--- src/rtl/carbonz_sim_ctrl.sv ---
// carbonz_sim_ctrl: byte-wide simulation-control responder. It holds the completion
// signature and the keyed power-off, plus a cycle counter with snapshot and a sticky watchdog.
`timescale 1ns/1ps
module carbonz_sim_ctrl #(
    parameter int unsigned TIMEOUT_CYCLES = 200000,
    parameter logic [7:0]  KEY0           = 8'hA5,
    parameter logic [7:0]  KEY1           = 8'h5A
) (
    input  logic        clk,
    input  logic        rst,
    input  logic        bus_req,
    input  logic        bus_we,
    input  logic [3:0]  bus_addr,
    input  logic [7:0]  bus_wdata,
    output logic [7:0]  bus_rdata,
    output logic        bus_ack,
    output logic [31:0] signature,
    output logic        poweroff,
    output logic        timeout
);

    typedef enum logic [1:0] {
        KEY_IDLE  = 2'd0,
        KEY_ARMED = 2'd1,
        KEY_OFF   = 2'd2
    } key_state_t;

    localparam logic [31:0] TIMEOUT_LIM = 32'(TIMEOUT_CYCLES);
    localparam bit          WDOG_EN     = (TIMEOUT_CYCLES != 0);

    key_state_t  key_state;
    key_state_t  key_next;
    logic [31:0] cnt;
    logic [31:0] sat;
    logic [31:0] sat_next;
    logic [31:0] snap;
    logic [7:0]  rd_byte;
    logic        accept;
    logic        wr_en;
    logic        rd_en;
    logic        ctrl_wr;
    logic        po_rise;
    logic        run;

    // The ack cycle itself blocks acceptance, so a held request cannot re-enter early.
    assign accept   = bus_req & ~bus_ack;
    assign wr_en    = accept & bus_we;
    assign rd_en    = accept & ~bus_we;
    assign ctrl_wr  = wr_en & (bus_addr == 4'h4);
    assign poweroff = (key_state == KEY_OFF);
    assign run      = ~poweroff;
    assign sat_next = (sat == '1) ? sat : sat + 32'd1;

    always_comb begin
        key_next = key_state;
        po_rise  = 1'b0;
        case (key_state)
            KEY_IDLE: begin
                if (ctrl_wr) begin
                    key_next = (bus_wdata == KEY0) ? KEY_ARMED : KEY_IDLE;
                end
            end
            KEY_ARMED: begin
                if (ctrl_wr) begin
                    if (bus_wdata == KEY1) begin
                        key_next = KEY_OFF;
                        po_rise  = 1'b1;
                    end else if (bus_wdata == KEY0) begin
                        key_next = KEY_ARMED;
                    end else begin
                        key_next = KEY_IDLE;
                    end
                end
            end
            KEY_OFF:  key_next = KEY_OFF;
            default:  key_next = KEY_IDLE;
        endcase
    end

    always_comb begin
        rd_byte = '0;
        case (bus_addr)
            4'h0:    rd_byte = signature[7:0];
            4'h1:    rd_byte = signature[15:8];
            4'h2:    rd_byte = signature[23:16];
            4'h3:    rd_byte = signature[31:24];
            4'h5:    rd_byte = {5'b00000, timeout, (key_state == KEY_ARMED), poweroff};
            4'h8:    rd_byte = cnt[7:0];
            4'h9:    rd_byte = snap[15:8];
            4'hA:    rd_byte = snap[23:16];
            4'hB:    rd_byte = snap[31:24];
            default: rd_byte = '0;
        endcase
    end

    always_ff @(posedge clk) begin
        if (rst) begin
            key_state <= KEY_IDLE;
            bus_ack   <= 1'b0;
            bus_rdata <= '0;
            signature <= '0;
            timeout   <= 1'b0;
            cnt       <= '0;
            sat       <= '0;
            snap      <= '0;
        end else begin
            key_state <= key_next;
            bus_ack   <= accept;
            bus_rdata <= rd_en ? rd_byte : '0;

            if (run) begin
                cnt <= cnt + 32'd1;
                sat <= sat_next;
            end

            // Saturating copy keeps a counter wrap from re-matching; a same-edge power-off wins.
            if (WDOG_EN && run && !po_rise && (sat_next == TIMEOUT_LIM)) begin
                timeout <= 1'b1;
            end

            if (rd_en && (bus_addr == 4'h8)) begin
                snap <= cnt;
            end

            if (wr_en && !poweroff && (bus_addr[3:2] == 2'b00)) begin
                signature[{bus_addr[1:0], 3'b000} +: 8] <= bus_wdata;
            end
        end
    end

endmodule

--- config.mk ---
export PLATFORM = sky130hd
export DESIGN_NAME = carbonz_sim_ctrl
export DESIGN_NICKNAME = d
export VERILOG_FILES = /design/src/rtl/carbonz_sim_ctrl.sv
export SDC_FILE = /design/constraint.sdc
export NUM_CORES = 1
export LEC_CHECK = 0
export ABC_AREA = 0
export BUFFER_PORTS_ARGS = -buffer_cell sky130_fd_sc_hd__buf_2
export CORE_MARGIN = 2
export CORE_UTILIZATION = 40
export CTS_CLUSTER_SIZE = 16
export DETAILED_ROUTE_END_ITERATION = 10
export PLACE_DENSITY = 0.57
export SLEW_MARGIN = 20
export SYNTH_ARGS = -nofsm -noshare
export SYNTH_HDL_FRONTEND = slang
export SYNTH_SLANG_ARGS = --single-unit
--- constraint.sdc ---
create_clock -name clk -period 2.85 [get_ports clk]
set_input_delay 0.285 -clock clk [delete_from_list [all_inputs] [get_ports clk]]
set_output_delay 0.285 -clock clk [all_outputs]
set_load 0.1 [all_outputs]
* Word-level counts from Yosys, hierarchy flattened
Cells that the tools add are included.
** Storage, ports and cells
- Register bits :: 140
** Operators by class
- Reduce and logical (&&, ||, !) cells :: 12
- Muxes and demuxes :: 11
- Equal/unequal tests :: 17
- $add $sub $neg :: 3
- Bitwise operators :: 8
- Shift operators :: 2
** Operators with widths (count)
- 8-bit one-hot mux with 9 select lines :: 1
- 32-bit by 1-bit adder with 32-bit output, second input constant :: 2
- 32-bit bitwise mux :: 1
- 32-bit by 18-bit equality test with 1-bit output, second input constant :: 1
- 32-bit equality test, second input constant :: 1
- 32-bit 2-to-1 mux :: 1
- 8-bit by 7-bit variable shift with 32-bit output, first input constant :: 1
- 8-bit by 7-bit indexed part select with 32-bit output :: 1
- 4-bit equality test, second input constant :: 4
- 4-bit by 2-bit equality test with 1-bit output, second input constant :: 2
- 4-bit by 3-bit equality test with 1-bit output, second input constant :: 2
- 8-bit by 7-bit equality test with 1-bit output, second input constant :: 1
- 8-bit equality test, second input constant :: 1
- 5-bit negation with 7-bit output :: 1
- 2-bit 2-to-1 mux :: 3
- 2-bit one-hot mux with 3 select lines :: 1
- 1-bit logical AND :: 5
- 1-bit bitwise AND :: 4
- 4-bit by 1-bit equality test with 1-bit output, second input constant :: 1
- 2-bit logical NOT :: 2
- 4-bit logical NOT :: 1
- 1-bit 2-to-1 mux :: 4
- 2-bit != test, second input constant :: 2
- 1-bit NOT :: 4
- 5 further kinds :: 6

* Longest topological paths before layout
Gate-level depths: netlist of the first run.
- Depth in word-level cells :: 9
- Depth in mapped cells :: 10
- Mapped depth without buffers :: 9

* Least setup slack after synthesis of the first run
OpenSTA, ideal clock, no wires.
- Kind :: register to register
- Start point :: reg key_state[0]
- End point :: reg signature[10]
- Buffers on the path :: 1
- Setup time :: 0.070 ns
- Cell stages (with the launch flop) :: 7
- Clock period less this slack :: 2.613 ns
- Arrival time :: 2.543 ns
- Path slack :: 0.237 ns
- Path through :: dfxtp_1 nand2b_1 clkinv_1 nor4_2 clkbuf_1 nand4_1 a21oi_1
** Between the ends
- Word-level cells in the longest chain between the ends :: 4
** RTL lines
- from (decl) :: RTL line 31 : key_state_t key_state;
- from (signal assigned) :: RTL line 107 : key_state <= key_next;
- 2-bit equality test :: RTL line 50 : assign poweroff = (key_state == KEY_OFF);
- via poweroff :: RTL line 18 : output logic poweroff,
- 1-bit logical NOT :: RTL line 125 : if (wr_en && !poweroff && (bus_addr[3:2] == 2'b00)) begin
- 1-bit logical AND (2 in a row) :: RTL line 125
- to (signal, indexed assignment) :: RTL line 126 : signature[{bus_addr[1:0], 3'b000} +: 8] <= bus_wdata;
- to (decl) :: RTL line 17 : output logic [31:0] signature,
The timed path passes the listed nets, and every way through them passes these cells.
A chain may end at the register's enable or synchronous reset.

* Final worst setup path of the first run
- Start point :: reg sat[20]
- End point :: reg timeout
** Between the ends
- Word-level cells in the longest chain between the ends :: 4
- Elaborated cells on any way between the ends :: 5
- Classes of those cells :: 1 x add/sub; 2 x eq/ne; 1 x mux; 1 x reduce/logical
** RTL lines
- from (decl) :: RTL line 34 : logic [31:0] sat;
- from (signal assigned) :: RTL line 113 : sat <= sat_next;
- 32-bit by 1-bit adder with 32-bit output or 32-bit equality test (tied branches) :: RTL line 52 : assign sat_next = (sat == '1) ? sat : sat + 32'd1;
- 32-bit 2-to-1 mux (*) :: RTL line 52
- 32-bit by 18-bit equality test with 1-bit output (*) :: RTL line 117 : if (WDOG_EN && run && !po_rise && (sat_next == TIMEOUT_LIM)) begin
- 1-bit logical AND (*) :: RTL line 117
- to (signal assigned) :: RTL line 102 : timeout <= 1'b0;
- to (signal assigned) :: RTL line 118 : timeout <= 1'b1;
- to (decl) :: RTL line 19 : output logic timeout
Mark *: on every way between the ends. The rest lies on a longest branch, timed or not.

==> results of run 1 <==
-- final timing paths --
check | endpoint | slack, ns | depth (start not counted)
worst min register to register | key_state[0]$_SDFFE_PP0P_ | 0.44 | 1
worst max register to register | timeout$_SDFFE_PP0P_ | 0.29 | 7
worst max-delay path | timeout$_SDFFE_PP0P_ | 0.29 | 7
worst min-delay path | signature[4]$_SDFFE_PP0P_ | 0.19 | 3
-- layer usage --
layer	GRT usage, %	part of all wire, %
met3	4.751	5.6
met1	32.39	51
met2	30.28	43
met5	0	0
met4	5.974	1.2
-- kinds of logic after synthesis --
logic type | after synthesis | share of synthesized area, %
compound gates | 143 | 13.62
xor+xnor | 66 | 8.701
fa+ha+maj | 7 | 1.318
buf+inv | 65 | 4.105
flops | 132 | 39.77
mux | 6 | 0.9981
simple gates | 405 | 31.49
-- sequential cells by signal (all words and copies together) (netlist names) --
| name | cells |
|---|---|
| timeout | 1 |
| sat | 32 |
| snap | 24 |
| cnt | 32 |
| bus_rdata | 8 |
| key_state | 2 |
| bus_ack | 1 |
| signature | 32 |
-- worst register-to-register path, stage by stage (launching register included) --
cell,delay [ns]
dfxtp_1,0.49
nand2_1,0.22
or4_1,0.58
a2111oi_0,0.40
xor2_1,0.14
nor4_1,0.27
o2111ai_1,0.17
o32ai_2,0.20
-- power by group --
part,internal (W),switching (W)
clock network,0.00133,0.000901
logic,0.0000509,0.000145
registers,0.00185,0.0000111
-- cell usage after synthesis (3+ instances only) --
cell | number | area, µm²
a211oi_1 | 4 | 30.03
a21oi_1 | 78 | 390.4
a221oi_1 | 5 | 43.79
a22o_1 | 6 | 52.55
a22oi_1 | 15 | 112.6
a311oi_1 | 5 | 43.79
a31oi_1 | 7 | 43.79
and3_1 | 14 | 87.58
and4_1 | 11 | 96.34
buf_1 | 5 | 18.77
buf_2 | 17 | 85.08
clkbuf_1 | 35 | 131.4
dfxtp_1 | 132 | 2643
ha_1 | 7 | 87.58
inv_1 | 5 | 18.77
mux2_2 | 5 | 56.30
nand2_1 | 132 | 495.5
nand2b_1 | 4 | 25.02
nand3_1 | 31 | 155.2
nand4_1 | 55 | 344.1
nor2_1 | 85 | 319.1
nor3_1 | 21 | 105.1
nor3_4 | 4 | 65.06
nor3b_1 | 5 | 37.54
nor4_1 | 8 | 50.05
nor4_2 | 4 | 50.05
o21ai_0 | 6 | 30.03
or2_2 | 3 | 18.77
or3_1 | 7 | 43.79
or4_1 | 3 | 22.52
xnor2_1 | 21 | 183.9
xor2_1 | 45 | 394.1
-- stage by stage --
step | setup WS [ns] | area (µm²) | utilization, % | cells | total power [W]
after floorplan | 0.2365 | 6644 | - | 824 | 0.002022
after global placement | 0.3120 | 7187 | 43.80 | 1071 | 0.002099
after detailed placement | 0.2766 | 7187 | 43.80 | 1071 | 0.002099
after CTS | 0.2813 | 7787 | 47.46 | 1103 | 0.004329
after global routing | 0.03442 | 7790 | 47.48 | 1103 | 0.004443
final | 0.2869 | 7790 | 47.48 | 1103 | 0.004296
-- cell type report --
type | instances | area [µm²] | area share, %
Timing Repair Buffer | 86 | 503.0 | 6.457
Clock buffer | 18 | 439.2 | 5.638
Inverter | 6 | 22.52 | 0.2891
Multi-Input combinational cell | 627 | 3746 | 48.09
Sequential cell | 132 | 2643 | 33.92
Tap cell | 220 | 275.3 | 3.534
Clock inverter | 14 | 161.4 | 2.072
-- layout by cell type (no fill, tap or decap), types with 6 or more instances in the layout --
cell | synthesis | routed
xor2_1 | 45 | 45
nor3_1 | 21 | 21
a31oi_1 | 7 | 7
buf_2 | 17 | 57
ha_1 | 7 | 7
a21oi_1 | 78 | 78
or3_1 | 7 | 7
nor2_1 | 85 | 84
a22o_1 | 6 | 6
and3_1 | 14 | 14
and4_1 | 11 | 11
nand4_1 | 55 | 55
xnor2_1 | 21 | 21
o21ai_0 | 6 | 6
buf_4 | 2 | 29
dfxtp_1 | 132 | 132
nor4_1 | 8 | 7
nand3_1 | 31 | 31
inv_6 | 0 | 7
a22oi_1 | 15 | 15
clkbuf_16 | 0 | 17
nand2_1 | 132 | 132
==> results.toml, run 1 <==
[status]
status = "completed"

[grt]
grt_remaining_overflow = 0
grt_pass1_wl_um = 30250
antenna_found_initial = 0
grt_pass1_vias = 5463
grt_start_max_net_pins = 79
grt_usage_pct = 21.42

[layout]
fin_nets = 893
area_delta_synth_final_pct = 17.25
drive_above_1_share_pct = 16.42
diodes = 0
nFillCells = 1613

[clock_tree]
cts_hold_buf = 0
cts_tree = "built"
cts-htree-levels = 4
post_cts_buffers = 0
clkSinkCount = 132
ctsLongestPathBuffers = 2
insertion_delay_ns = 0.43
clk_pin_slew_worst_paths_ns = 0.06
cts_buffers = 17
cts_root_buf = "clkbuf_16"
cts_resized = 0

[timing]
fin_crit_sh_pct = 89.93
drv_slew = 0
fin_setup_tns_ns = 0
slew_headroom_pct = 44.93
fmax_mhz = 390.1
finClkSkew_ns = 0.01016
rsz0062_at_grt = "false"
worstMarginPinSlew_ns = 0.8260
hold_violations = 0
layout_min_cycle_time_ns = 2.563
whs_ns = 0.1879
setup_violations = 0

[synth]
ys_seq_area_share_pct = 39.77
yosys_warnings = 0
ys_types = 63
mappedNetlistArea_um2 = 6644
synth_seq_cells = 132
postSynthAreaPerCell_um2 = 8.063
ys_async_sr_fraction_pct = 0
yosys_most_used_dff = "dfxtp_1"
synth_fp_nets = 847
synth_edf_count = 0
syn_inst = 824

[hold_path]
worstHoldStart = "bus_wdata[4]"
hold_class = "in -> reg"

[setup_path]
crit_family = "simple AND/OR/NAND/NOR gates"
crit_arrival_ns = 2.91
crit_chain = "nand2_1 > or4_1 > a2111oi_0 > xor2_1 > nor4_1 > o2111ai_1 > o32ai_2"
path_max_fanout = 9
cp-startpoint = "sat[20]$_SDFFE_PP0N_"
critPathRequiredTime_ns = 3.20
worstSetupPathType = "reg -> reg"
start_kind = "register"
worst_setup_path_end_kind = "register"
critical-path-max-stage-delay_ns = 0.58
r2r_start = "sat[20]$_SDFFE_PP0N_"
worst_path_max_delay_cell = "or4_1"
critPathBufInv = 0

[drt]
viasPerCell = 5.580
dr.pass1.iters = 5
drt-total-wl_um = 18490
avgRoutedWirePerCell_um = 16.76
ant_nets = 0
drt_iter0_markers = 741
drc_errors = 0
vias = 6155

[floorplan]
row_count = 47
ios = 59
die-area_um2 = 17660
die_x_um = 132.9
core_um2 = 16410
die_y_um = 132.9
initial_core_util_pct = 40.49

[power_and_ir_drop]
p_per_area_nw_per_um2 = 551.5
p_leak_nw = 2.836
peakVddDrop_uv = 420.3

[place]
port_buffers = 58
dp_hpwl_um = 12790
gp_congestion = 0.8955

[flow_run]
maxCapViolCount = 0
No activity file was read; power rests on OpenSTA's default activity.
==> inputs of run 2 (changes only) <==
BUFFER_PORTS_ARGS = unset   (was -buffer_cell sky130_fd_sc_hd__buf_2)
DONT_BUFFER_PORTS = 1   (was unset)
PLACE_DENSITY = 0.54   (was 0.57)
==> run 2 against run 1 <==
Clock power down 3%. First-iteration DRC count down 21%. Hold slack worse by 0.18 ns. Largest power group unchanged. Highest routed layer unchanged.
==> results.toml, run 2 (same netlist as run 1, synthesis figures left out) <==
[status]
status = "completed"

[setup_path]
worst_path_max_delay_cell = "dfxtp_1"
crit_path_end = "timeout$_SDFFE_PP0P_"
crit_arrival_ns = 2.93
worst_setup_path_end_kind = "register"
start_kind = "register"
path_depth = 7
reg2reg_slack_ns = 0.26
critical-path-max-stage-delay_ns = 0.57
worstSetupPathType = "reg -> reg"
r2r_start = "sat[24]$_SDFFE_PP0N_"
reg2reg_depth = 7
critPathRequiredTime_ns = 3.19
cp-startpoint = "sat[24]$_SDFFE_PP0N_"
crit_chain = "nand3_2 > nor3_4 > nand4_4 > a211o_1 > a21oi_1 > or3b_1 > o32ai_2"
path_max_fanout = 10
critPathBufInv = 0
r2r-end = "timeout$_SDFFE_PP0P_"
crit_family = "simple AND/OR/NAND/NOR gates"

[floorplan]
ios = 59
initial_core_util_pct = 40.49
core_um2 = 16410
row_count = 47
die_y_um = 132.9
die_x_um = 132.9
die-area_um2 = 17660

[clock_tree]
insertion_delay_ns = 0.43
post_cts_buffers = 0
cts_buffers = 17
clkSinkCount = 132
clk_pin_slew_worst_paths_ns = 0.06
cts-htree-levels = 4
cts_tree = "built"
cts_root_buf = "clkbuf_16"
ctsLongestPathBuffers = 2

[timing]
hold_violations = 0
layout_min_cycle_time_ns = 2.592
finClkSkew_ns = 0.01082
fin_setup_tns_ns = 0
drv_slew = 0
rsz0062_at_grt = "false"
setup_violations = 0
worstMarginPinSlew_ns = 1.064
slew_headroom_pct = 28.96
fmax_mhz = 385.8
fin_crit_sh_pct = 90.94

[drt]
dr.pass1.iters = 6
viasPerCell = 5.766
dr_wl_met2_um = 8277
ant_nets = 0
drt-total-wl_um = 19290
avgRoutedWirePerCell_um = 17.81
wl_met1_um = 9011
drc_errors = 0
top_layer = "met4"
wl_met3_um = 1677
drt_iter0_markers = 582
vias = 6245

[hold_path]
hold_class = "in -> reg"

[grt]
antenna_found_initial = 0
grt_usage_pct = 21.95
grt_remaining_overflow = 0
grt_pass1_vias = 5713
grt_pass1_wl_um = 30820
grt_start_max_net_pins = 125

[place]
dp.cells = 1046
port_buffers = 0
dp_hpwl_um = 13480
gp_congestion = 0.9595

[layout]
fin_cells = 1083
diodes = 0
drive_above_1_share_pct = 13.67
mostFrequentLayoutCells = "nand2_1 (132), dfxtp_1 (132), nor2_1 (85), a21oi_1 (78), buf_4 (61)"
area_delta_synth_final_pct = 17.29
reg.largest.list = "cnt (32), sat (32), signature (32)"
fin_nets = 873

[power_and_ir_drop]
p_per_area_nw_per_um2 = 538.5
p_leak_nw = 2.725
peakVddDrop_uv = 448.3

[flow_run]
maxCapViolCount = 0
## run 2: changes by cell type in the layout (fill, tap and decap cells not counted), sizes merged
cell,change
buf,-24
dlygate4sd3,+4
clkinvlp,+3
clkinv,-2
inv,-2
clkbuf,+1
## run 2: worst min path at each step
stage | from | end | slack [ns] | cells after the start
after global placement | rst | cnt[17]$_SDFFE_PP0N_ | 0.38 | 1
after CTS | bus_wdata[4] | signature[28]$_SDFFE_PP0P_ | 0.002 | 2
after global routing | bus_wdata[2] | signature[26]$_SDFFE_PP0P_ | 0.002 | 2
after detailed placement | rst | cnt[17]$_SDFFE_PP0N_ | 0.37 | 1
after floorplan | key_state[1]$_SDFFE_PP0P_ | key_state[0]$_SDFFE_PP0P_ | 0.42 | 1
final | bus_wdata[7] | signature[31]$_SDFFE_PP0P_ | 0.01 | 2
## run 2: power breakdown
| group | internal, W | total (W) | leakage, nW | switching, W |
|---|---|---|---|---|
| registers | 0.00185 | 0.00187 | 1.06 | 0.0000146 |
| clock network | 0.00130 | 0.00216 | 0.275 | 0.000863 |
| logic | 0.0000496 | 0.000164 | 1.39 | 0.000114 |
## run 2: per-stage QoR
step	util [%]	hold slack (ns)	instance area, µm²	worst slack, ns	power, W
after global placement	43.53	0.3752	7142	0.2959	0.002031
after global routing	47.49	0.001660	7792	0.04463	0.004348
after floorplan	-	0.4169	6644	0.2365	0.002022
final	47.49	0.01268	7792	0.2582	0.004196
after detailed placement	43.53	0.3741	7142	0.3375	0.002034
after CTS	47.43	0.002460	7781	0.3039	0.004229
## run 2: cell type report
class	count	area [µm²]
Multi-Input combinational cell	627	3745
Clock buffer	19	432.9
Fill cell	1598	8615
Clock inverter	13	148.9
Tap cell	220	275.3
Sequential cell	132	2643
Inverter	6	22.52
Timing Repair Buffer	66	525.5
## run 2: repair_timing
item,CTS,global route
hold buffers,4,1
resized for setup,0,1
endpoints found under the setup margin,0,1
endpoints found under the hold margin,128,1
## run 2: routing by layer
layer	vias up	GRT usage, %
met1	2969	30.99
met3	26	6.667
met5	-	0
met2	259	31.95
met4	0	6.989
li1	2991	-
==> inputs of run 3 (changes only) <==
BUFFER_PORTS_ARGS = -buffer_cell sky130_fd_sc_hd__buf_2   (was unset)
CORE_ASPECT_RATIO = 0.5   (was unset)
DONT_BUFFER_PORTS = unset   (was 1)
PLACE_DENSITY = 0.57   (was 0.54)
==> run 3 against run 2 <==
Sequential power hardly changed. Worst setup slack improved by 0.0045 ns. Via count down 1.5%. Global-route usage down 0.78 points. Flip-flop and latch count stayed put. Utilization rose by 0.24 points. Critical path type unchanged. Largest power group unchanged.
==> results.toml, run 3 (same netlist as run 1, synthesis figures left out) <==
[drt]
vias = 6153
avgRoutedWirePerCell_um = 16.52
drt_iter0_markers = 533
drt-total-wl_um = 18230
viasPerCell = 5.573
drc_errors = 0
dr.pass1.iters = 5
ant_nets = 0

[floorplan]
die_x_um = 186.3
core_um2 = 16310
initial_core_util_pct = 40.74
die-area_um2 = 17720
die_y_um = 95.13
ios = 59
row_count = 33

[clock_tree]
post_cts_buffers = 0
cts_buffers = 17
clk_pin_slew_worst_paths_ns = 0.07
clkSinkCount = 132
cts_root_buf = "clkbuf_16"
ctsLongestPathBuffers = 2
cts_hold_buf = 0
insertion_delay_ns = 0.42
cts-htree-levels = 4
cts_tree = "built"

[place]
port_buffers = 58
gp_congestion = 0.8848
dp_hpwl_um = 12850
dp.cells = 1072

[grt]
grt_pass1_vias = 5549
use_met3_pct = 3.934
grt_remaining_overflow = 0
use_met1_pct = 30.32
grt.busiest_layer = "met2"
grt_usage_pct = 21.17
met2_usage_pct = 33.80
antenna_found_initial = 0
grt_pass1_wl_um = 29570
grt_start_max_net_pins = 57

[power_and_ir_drop]
p_leak_nw = 2.815
peakVddDrop_uv = 386.0
p_per_area_nw_per_um2 = 562.2

[timing]
fmax_mhz = 386.5
worstMarginPinSlew_ns = 0.9408
finClkSkew_ns = 0.01201
fin_crit_sh_pct = 90.78
setup_violations = 0
rsz0062_at_grt = "false"
fin_setup_tns_ns = 0
whs_ns = 0.1976
drv_slew = 0
layout_min_cycle_time_ns = 2.587
slew_headroom_pct = 37.05
hold_violations = 0

[flow_run]
maxCapViolCount = 0

[setup_path]
reg2reg_slack_ns = 0.26
r2r-end = "timeout$_SDFFE_PP0P_"
start_kind = "register"
r2r_start = "sat[21]$_SDFFE_PP0N_"
worstSetupPathType = "reg -> reg"
path_max_fanout = 9
crit_arrival_ns = 2.91
worst_setup_path_end_kind = "register"
critPathRequiredTime_ns = 3.18
reg2reg_depth = 7

[layout]
fin_nets = 887
utilization_pct = 47.73
drive_above_1_share_pct = 15.74
fin_cells = 1104
reg.largest.list = "cnt (32), sat (32), signature (32)"
mostFrequentLayoutCells = "nand2_1 (132), dfxtp_1 (132), nor2_1 (85), a21oi_1 (78), buf_2 (57)"
area_delta_synth_final_pct = 17.18
diodes = 0

[hold_path]
hold_class = "in -> reg"
worstHoldStart = "bus_wdata[0]"
hold-path-cell-count = 3
min_to = "signature[0]$_SDFFE_PP0P_"

[status]
status = "completed"
## run 3: cell types whose count changed in the layout (fill, tap and decap cells not counted), moves of 3 or more
cell / delta
clkinv_8: +3
inv_8: +5
buf_2: +57
buf_4: -38
dlygate4sd3_1: -4
## run 3: critical path: stages, from the launching register on
cell	delay (ns)
dfxtp_1	0.51
nand2_1	0.24
or4_1	0.62
a2111oi_1	0.36
xor2_1	0.11
nor4_1	0.27
o2111ai_1	0.18
o32ai_2	0.20
## run 3: final cells by class
class / count / area, µm²
fillers: 1615 / 8524
repair buffers: 80 / 457.9
clock buffers: 17 / 425.4
clock inverters: 15 / 207.7
well taps: 227 / 284.0
inverters: 6 / 22.52
flip-flops and latches: 132 / 2643
multi-input cells: 627 / 3745
## run 3: worst max path at each step
stage / from / endpoint / slack (ns) / cells after the start
CTS: sat[22]$_SDFFE_PP0N_ / timeout$_SDFFE_PP0P_ / 0.24 / 7
floorplan: key_state[0]$_SDFFE_PP0P_ / signature[10]$_SDFFE_PP0P_ / 0.24 / 6
detailed placement: sat[22]$_SDFFE_PP0N_ / timeout$_SDFFE_PP0P_ / 0.26 / 7
global route: sat[22]$_SDFFE_PP0N_ / timeout$_SDFFE_PP0P_ / 0.06 / 7
global placement: sat[22]$_SDFFE_PP0N_ / timeout$_SDFFE_PP0P_ / 0.28 / 7
finish: sat[21]$_SDFFE_PP0N_ / timeout$_SDFFE_PP0P_ / 0.26 / 7
## run 3: metrics by stage
| step | instance area (µm²) | total power [W] | worst slack (ns) |
|---|---|---|---|
| 2_1_floorplan | 6644 | 0.002022 | 0.2365 |
| 3_3_place_gp | 7151 | 0.002090 | 0.2757 |
| 3_5_place_dp | 7151 | 0.002091 | 0.2636 |
| 4_1_cts | 7784 | 0.004407 | 0.2391 |
| 5_1_grt | 7785 | 0.004519 | 0.06416 |
| 6_report | 7785 | 0.004377 | 0.2627 |
## run 3: where the power goes
| part | switching (W) | internal (W) | leakage (nW) | total [W] |
|---|---|---|---|---|
| sequential | 0.0000108 | 0.00185 | 1.06 | 0.00186 |
| combinational | 0.000139 | 0.0000492 | 1.44 | 0.000188 |
| clock | 0.000973 | 0.00135 | 0.307 | 0.00233 |
| total | 0.00112 | 0.00325 | 2.81 | 0.00438 |
## run 3: repair_timing
| action | 4_1_cts | 5_1_grt |
|---|---|---|
| gates resized for setup | 0 | 1 |
| setup endpoints to repair | 0 | 1 |
| hold endpoints to repair | 0 | 0 |
## run 3: per-layer routing
metal | vias up | routed length (µm)
li1 | 3032 | -
met1 | 2924 | 8953
met2 | 182 | 7989
met3 | 15 | 1153
met4 | 0 | 137
met5 | - | 0
